===== src/rtl/tx_frame_packetizer.sv =====
// tx_frame_packetizer: buffers pixel bytes in a small FIFO and streams a
// framed packet (sync, 16-bit command, payload, 8-bit checksum) to a UART
// transmitter through a one-send-per-ready-pulse handshake.
module tx_frame_packetizer #(
  parameter int          PIXEL_WIDTH   = 8,
  parameter int          COMMAND_WIDTH = 16,
  parameter int          FRAME_LENGTH  = 76800,
  parameter int          FIFO_DEPTH    = 16,
  parameter logic [7:0]  SYNC_BYTE     = 8'hA5
) (
  input  logic                     clk,
  input  logic                     rst,
  input  logic                     frame_start,
  input  logic [COMMAND_WIDTH-1:0] command,
  input  logic [PIXEL_WIDTH-1:0]   pixel_data,
  input  logic                     pixel_is_new,
  output logic                     pixel_ready,
  output logic [7:0]               UART_data,
  output logic                     UART_is_new,
  input  logic                     UART_ready,
  output logic                     busy,
  output logic                     overflow
);

  localparam int PTR_W  = (FIFO_DEPTH > 1) ? $clog2(FIFO_DEPTH) : 1;
  localparam int FCNT_W = PTR_W + 1;
  localparam int CNT_W  = $clog2(FRAME_LENGTH + 1);

  typedef enum logic [2:0] {
    IDLE,
    SYNC,
    CMD_HI,
    CMD_LO,
    PAYLOAD,
    CHECKSUM
  } state_t;

  state_t r_state;
  state_t w_next_state;

  logic [COMMAND_WIDTH-1:0] r_cmd;
  logic [PIXEL_WIDTH-1:0]   r_mem [FIFO_DEPTH];
  logic [PTR_W-1:0]         r_wr_ptr;
  logic [PTR_W-1:0]         r_rd_ptr;
  logic [FCNT_W-1:0]        r_count;
  logic [7:0]               r_checksum;
  logic [CNT_W-1:0]         r_payload_cnt;
  logic                     r_armed;
  logic                     r_overflow;
  logic [7:0]               r_uart_data;
  logic                     r_uart_is_new;

  logic                     w_start;
  logic                     w_pixel_ready;
  logic                     w_wr;
  logic                     w_fifo_empty;
  logic                     w_can_send;
  logic                     w_send;
  logic                     w_pop;
  logic [7:0]               w_send_data;
  logic [7:0]               w_rd_byte;
  logic [15:0]              w_cmd16;

  assign w_start       = frame_start && (r_state == IDLE);
  assign w_fifo_empty  = (r_count == '0);
  assign w_pixel_ready = (r_count < FCNT_W'(FIFO_DEPTH)) && (r_state != IDLE);
  assign w_wr          = pixel_is_new && w_pixel_ready;
  assign w_can_send    = UART_ready && r_armed;
  assign w_rd_byte     = 8'(r_mem[r_rd_ptr]);
  assign w_cmd16       = 16'(r_cmd);

  assign pixel_ready = w_pixel_ready;
  assign UART_data   = r_uart_data;
  assign UART_is_new = r_uart_is_new;
  assign busy        = (r_state != IDLE);
  assign overflow    = r_overflow;

  // State register
  always_ff @(posedge clk) begin
    if (rst) r_state <= IDLE;
    else     r_state <= w_next_state;
  end

  // Next-state and send decision; each non-idle state emits one byte
  always_comb begin
    w_next_state = r_state;
    w_send       = 1'b0;
    w_pop        = 1'b0;
    w_send_data  = r_uart_data;
    case (r_state)
      IDLE: begin
        if (frame_start) w_next_state = SYNC;
      end
      SYNC: begin
        if (w_can_send) begin
          w_send       = 1'b1;
          w_send_data  = SYNC_BYTE;
          w_next_state = CMD_HI;
        end
      end
      CMD_HI: begin
        if (w_can_send) begin
          w_send       = 1'b1;
          w_send_data  = w_cmd16[15:8];
          w_next_state = CMD_LO;
        end
      end
      CMD_LO: begin
        if (w_can_send) begin
          w_send       = 1'b1;
          w_send_data  = w_cmd16[7:0];
          w_next_state = PAYLOAD;
        end
      end
      PAYLOAD: begin
        if (w_can_send && !w_fifo_empty) begin
          w_send      = 1'b1;
          w_pop       = 1'b1;
          w_send_data = w_rd_byte;
          if (r_payload_cnt == CNT_W'(FRAME_LENGTH - 1)) w_next_state = CHECKSUM;
        end
      end
      CHECKSUM: begin
        if (w_can_send) begin
          w_send       = 1'b1;
          w_send_data  = r_checksum;
          w_next_state = IDLE;
        end
      end
      default: w_next_state = IDLE;
    endcase
  end

  // FIFO storage; writes can only be accepted outside IDLE
  always_ff @(posedge clk) begin
    if (w_wr) r_mem[r_wr_ptr] <= pixel_data;
  end

  // Datapath: UART output register, handshake arming, FIFO pointers, checksum
  always_ff @(posedge clk) begin
    if (rst) begin
      r_uart_data   <= '0;
      r_uart_is_new <= 1'b0;
      r_armed       <= 1'b1;
      r_overflow    <= 1'b0;
      r_cmd         <= '0;
      r_wr_ptr      <= '0;
      r_rd_ptr      <= '0;
      r_count       <= '0;
      r_checksum    <= '0;
      r_payload_cnt <= '0;
    end else begin
      r_uart_is_new <= w_send;
      if (w_send) r_uart_data <= w_send_data;

      if (w_send)           r_armed <= 1'b0;
      else if (!UART_ready) r_armed <= 1'b1;

      if (pixel_is_new && !w_pixel_ready && (r_state != IDLE)) r_overflow <= 1'b1;

      if (w_start) begin
        r_cmd         <= command;
        r_wr_ptr      <= '0;
        r_rd_ptr      <= '0;
        r_count       <= '0;
        r_checksum    <= '0;
        r_payload_cnt <= '0;
      end else if (w_send && (r_state == CHECKSUM)) begin
        // Frame complete: anything still buffered belongs to no frame.
        r_wr_ptr <= '0;
        r_rd_ptr <= '0;
        r_count  <= '0;
      end else begin
        if (w_wr) r_wr_ptr <= r_wr_ptr + 1'b1;
        if (w_pop) begin
          r_rd_ptr      <= r_rd_ptr + 1'b1;
          r_checksum    <= r_checksum + w_rd_byte;
          r_payload_cnt <= r_payload_cnt + 1'b1;
        end
        case ({w_wr, w_pop})
          2'b10:   r_count <= r_count + 1'b1;
          2'b01:   r_count <= r_count - 1'b1;
          default: r_count <= r_count;
        endcase
      end
    end
  end

endmodule


===== config.mk =====
export PLATFORM = sky130hd
export DESIGN_NAME = tx_frame_packetizer
export DESIGN_NICKNAME = d
export VERILOG_FILES = /design/src/rtl/tx_frame_packetizer.sv
export SDC_FILE = /design/constraint.sdc
export NUM_CORES = 1
export LEC_CHECK = 0
export CORE_ASPECT_RATIO = 1.25
export CORE_MARGIN = 10
export CORE_UTILIZATION = 55
export DETAILED_ROUTE_END_ITERATION = 16
export HOLD_SLACK_MARGIN = 0.06
export PLACE_DENSITY = 0.81
export SLEW_MARGIN = 10
export SYNTH_ARGS = -nofsm -noshare
export SYNTH_HDL_FRONTEND = slang
export SYNTH_SLANG_ARGS = --single-unit
export TNS_END_PERCENT = 1

===== constraint.sdc =====
create_clock -name clk -period 4.95 [get_ports clk]
set_input_delay 0.7425 -clock clk [delete_from_list [all_inputs] [get_ports clk]]
set_output_delay 0.7425 -clock clk [all_outputs]
set_load 0.1 [all_outputs]

**Word-level counts from Yosys, hierarchy flattened**

Memories as Yosys holds them, arrays and structs flattened. A register that Yosys moved wholly into a read port is not among the register bits.
Index checks and enable logic that the tools add are counted.
Widths: inputs -> output; s select.

- Register bits after elaboration: 68
- Bits in writable memories: 128
- Bits of input ports: 29
- Logic and storage cells: 82
- Memories kept: 1

Memories:

| name | words | bits a word | read ports | clocked after memory_dff | wr ports | line | RTL |
|---|---|---|---|---|---|---|---|
| r_mem | 16 | 8 | 1 | 1 | 1 | 42 | `logic [PIXEL_WIDTH-1:0] r_mem [FIFO_DEPTH];` |

- Add/sub/neg operators: 6
- Order comparisons: 1
- Eq/ne operators: 16
- Multiplexer cells: 25
- Bitwise logic cells: 1
- Reduce and logical (&&, ||, !) cells: 21

Operator list:

| kind | count |
|---|---|
| $mux 8 | 5 |
| $pmux 8 s5 | 1 |
| $mux 3 | 7 |
| $pmux 3 s6 | 1 |
| $add 17x1->17 const B | 1 |
| $eq 17x17->1 const B | 1 |
| $ne 2x2->1 const B | 7 |
| $reduce_and 7->1 | 2 |
| $pmux 5 s2 | 1 |
| $add 4x1->4 const B | 2 |
| $add 8x8->8 | 1 |
| $logic_and 1x1->1 | 8 |
| $mux 4 | 2 |
| $mux 1 | 7 |
| $eq 3x2->1 const B | 2 |
| $eq 3x3->1 const B | 2 |
| $add 5x1->5 const B | 1 |
| $logic_not 5->1 | 1 |
| $lt 5x5->1 const B | 1 |
| $reduce_bool 5->1 | 1 |
| $sub 5x1->5 const B | 1 |
| $reduce_or 4->1 | 1 |
| $eq 3x1->1 const B | 1 |
| $logic_not 3->1 | 1 |
| other kinds (11) | 12 |

**Longest topological paths before layout**

- Depth in word-level cells: 8
- Depth in mapped cells: 16
- Gate-level depth less buffers: 13

**Least setup slack after synthesis**

OpenSTA, ideal clock, no wires.

- Kind: reg2reg
- From: register r_state[0]
- To: register r_count[4]
- Library setup time: 0.072 ns
- Arrival: 3.590 ns
- Data required time: 4.878 ns
- Path slack: 1.289 ns
- Stages on the path, launching flop included: 17
- Path buffers: 3
- Clock period less this slack: 3.661 ns
- Path through: dfxtp_1 > buf_2 > nor3_1 > inv_1 > and3_1 > clkbuf_1 > inv_1 > ha_1 > clkbuf_1 > xor2_1 > ha_1 > o21a_1 > o22a_1 > a21oi_1 > xor2_1 > or3_1 > a21oi_1

- Cells in the longest elaborated chain, start to end: 5
- Elaborated cells between the ends (all ways): 19
- Classes of those cells: eq/ne (7); mux (3); reduce/logical (9)

RTL lines:

| what | line | RTL |
|---|---|---|
| from (decl) | 38 | `state_t r_state;` |
| from (signal assigned) | 81 | `else r_state <= w_next_state;` |
| $reduce_bool 3->1 (*) | - |  |
| net busy | 21 | `output logic busy,` |
| $logic_and 1x1->1 (*) | 66 | `assign w_pixel_ready = (r_count < FCNT_W'(FIFO_DEPTH)) && (r_state != IDLE);` |
| $logic_and 1x1->1 (*) | 67 | `assign w_wr = pixel_is_new && w_pixel_ready;` |
| $eq 2x1->1 / $eq 2x2->1 (equally long branches) | 180 | `case ({w_wr, w_pop})` |
| $pmux 5 s2 / $reduce_bool 2->1 (equally long branches) | - |  |
| to (signal assigned) | 181 | `2'b10: r_count <= r_count + 1'b1;` |
| to (signal assigned) | 182 | `2'b01: r_count <= r_count - 1'b1;` |
| to (signal assigned) | 183 | `default: r_count <= r_count;` |
| to (decl) | 45 | `logic [FCNT_W-1:0] r_count;` |

Mark *: on every way through the listed nets, which the timed path passes. The rest lies on a longest branch.
A chain may end at the register's enable or synchronous reset.

**Worst setup path in the final report**

- From: register r_count[1]
- To: register r_count[4]

- Cells in the longest elaborated chain, start to end: 7
- Elaborated cells between the ends (all ways): 17
- Classes of those cells: add/sub (2); order compare (1); eq/ne (2); mux (4); reduce/logical (8)

RTL lines:

| what |
|---|
| branches (longest 7 deep; another with $lt 5x5->1) |

Several ways; the timed one is not identified.

==> results.md <==
- Status: finished, final reports clean
- Register bit total from synthesis: 200
- Post-synth EDFFs: 128
- Die height: 159 um
- Post-synthesis sequential area ratio: 62.4%
- Clock Latency Late Sink: 0.44 ns
- Post-CTS Setup Inserts: 0
- Met2 global-route usage: 29.2%
- Vias: 5158
- Die ar.: 20800 sq um
- VDD IR max: 0.000270 V
- Initial antenna violation count: 0
- Min-delay worst type: register to register
- Startpoint types: register
- CP Capture Type: register
- Hold_ws: 0.462 ns
- Unrepaired setup endpoints after global routing: false
- Hold buffers post-CTS: 0
- Syn avg cell area: 13.4 sq um
- Worst-Margin Slew: 1.01 ns
- CP max FO: 19
- Slew headroom: 32.6%
- CTS tree: yes
- CP Data Required Time: 5.32 ns
- Clock buffer depth: 2
- Resize count post-CTS: 0
- Vias per cell: 5.96
- Crit path time final: 3.87 ns
- Sink Count: 200
- H-tree lvl count: 4
- Initial Util: 56.4%
- Peak Freq: 258 MHz
- Cell variety after synth: 51
- WL/cell: 19.6 um
- Die width: 131 um
- Most frequent cells in the layout: 128 x edfxtp_1, 72 x nand2_1, 71 x dfxtp_1
- Count of final hold-check violations: 0
- Cell Chain, Critical Path: or4_4 > o211ai_4 > inv_1 > ha_1 > xor2_1 > ha_1 > a21boi_0 > o22a_1 > a21oi_1 > xor2_1 > or3_1 > a21oi_1
- GRT busiest layer: met2
- Share of cells above drive strength 1: 11.4%
- Met1 GRT Util: 19.0%
- # rows: 50
- Grt ovf: 0
- N_diodes: 0
- Async S/R FF share, synth: 0%
- Final ANT Viol Nets: 0
- Area Growth Syn to Fin: 13.0%
- GPL Wtd Cong: 0.801
- WP data arrival: 4.24 ns
- DRC violations left: 0
- First-pass GRT wire length: 27300 um
- Commonest non-fill, non-tap cell in the layout: edfxtp_1
- Nets: 718
- Crit-path leading delay family: compound AO/OA/AOI/OAI gates
- Top cells by area, synth: edfxtp_1 45%, dfxtp_1 17%, mux4_2 7.2%
- Root buffer cell: clkbuf_16
- I/O pin count: 41
- Vias in the first global route: 5322
- Crit Path Category: register to register
- Final setup viols: 0
- Drt pass-1 iters: 5
- Static Leak: 3.20 nW
- Worst stage delay on the critical path: 0.57 ns
- Synth warn: 0
- GRT Total Usage: 16.8%
- Fin. max-slew vios: 0
- Core area: 15000 sq um
- Crit-path slowest cell: or4_4
- Fin crit share: 78.2%
- Cell Area, Synth: 8460 sq um
- Post-synth top area cell: edfxtp_1
- WP buf/inv: 1
- Pwr per Cell Area: 369 nW/um^2
- IO Port Bufs: 40
- Register clock-pin slew on the reported worst setup and hold paths: 0.07 ns
- First DRT Iteration DRCs: 393
- CTS buffer count: 17
- Grt met3 use: 3.69%
- Routed wire length: 17000 um
- Top_reg_cell synth: edfxtp_1
- Setup TNS: 0 ns
- Syn Nets: 678
- Max-cap violations: 0
- Final clock skew: 0.0113 ns
- Post-DP HPWL: 12000 um
- Gate Count Post-Synth: 631
- Largest net degree at the start of global routing: 33
- Top cell type's share of synthesized area: 45.4%
==> cells in the mapped netlist (3+ instances only) <==
library cell / number
a211oi_1: 3
a21boi_0: 3
a21o_1: 3
a21oi_1: 42
a22oi_1: 9
a311oi_1: 4
a31oi_1: 3
and2_1: 4
and3_1: 4
buf_1: 4
buf_2: 5
buf_6: 4
clkbuf_1: 13
dfxtp_1: 72
edfxtp_1: 128
ha_1: 17
inv_1: 11
mux2i_1: 11
mux4_1: 8
mux4_2: 27
nand2_1: 72
nand2b_1: 8
nand3_1: 12
nand4_1: 5
nor2_1: 63
nor2b_1: 3
nor3_1: 12
o21ai_0: 19
or3_1: 6
xnor2_1: 10
xor2_1: 19
==> per-layer routing <==
| metal | vias to the layer above | routed length, um | part of all wire (%) |
|---|---|---|---|
| met3 | 35 | 799 | 4.7 |
| met1 | 2562 | 6850 | 40 |
| met4 | 0 | 488 | 2.9 |
| met2 | 141 | 8850 | 52 |
| li1 | 2420 | - | - |
| met5 | - | 0 | 0 |
==> through the flow <==
step,cell area [sq um],total power [mW],util [%],std cells,setup slack (ns)
finish,9570,3.53,63.7,866,1.08
detailed placement,8990,2.21,59.9,834,0.780
floorplan,8460,2.10,-,631,1.29
CTS,9570,3.55,63.7,866,1.13
global placement,8990,2.20,59.9,834,0.985
global route,9570,3.65,63.7,866,0.841
==> layout make-up <==
class,count,area (sq um)
fill,1072,5450
tap,182,228
clock buffer,17,425
multi-input combinational,390,2950
inverter,11,41.3
timing repair buffer,51,483
clock inverter,15,155
sequential,200,5290
==> report_power, final <==
part	leakage [nW]	switching, mW	internal (mW)
Sequential	1.74	0.0192	1.81
Clock	0.290	0.640	0.715
Combinational	1.17	0.240	0.109
Total	3.20	0.899	2.63
==> path summary, 6_finish.rpt <==
check | start | end | slack, ns | depth (start not counted)
min reg2reg | r_cmd[11] | r_cmd[11] | 0.46 | 2
max | r_count[1] | r_count[4] | 1.08 | 12
min | r_cmd[11] | r_cmd[11] | 0.46 | 2
max reg2reg | r_count[1] | r_count[4] | 1.08 | 12
==> registers in the layout (all words and copies together) (netlist names), 3 cells and up, named ones only <==
signal         flops
UART_data          8
r_rd_ptr           4
r_mem            128
r_cmd             16
r_payload_cnt     17
r_state            3
r_wr_ptr           4
r_checksum         8
r_count            5
==> logic make-up (layout without fill, tap and decap cells) <==
logic type | Yosys count | count (layout) | share of synthesized area (%)
simple gates | 201 | 201 | 11.0
flops | 200 | 200 | 62.4
compound gates | 96 | 96 | 7.12
mux | 46 | 46 | 11.0
buf+inv | 41 | 94 | 2.72
xor+xnor | 29 | 29 | 3.00
fa+ha+maj | 18 | 18 | 2.75
==> worst register-to-register path: cells and delay by family (launching register included) <==
kind | cells | cell delay (ns)
compound gates | 5 | 1.19
xor+xnor | 2 | 0.34
buf+inv | 1 | 0.37
simple gates | 2 | 0.88
flops | 1 | 0.39
fa+ha+maj | 2 | 0.63
Power figures use the tool's default switching activity.
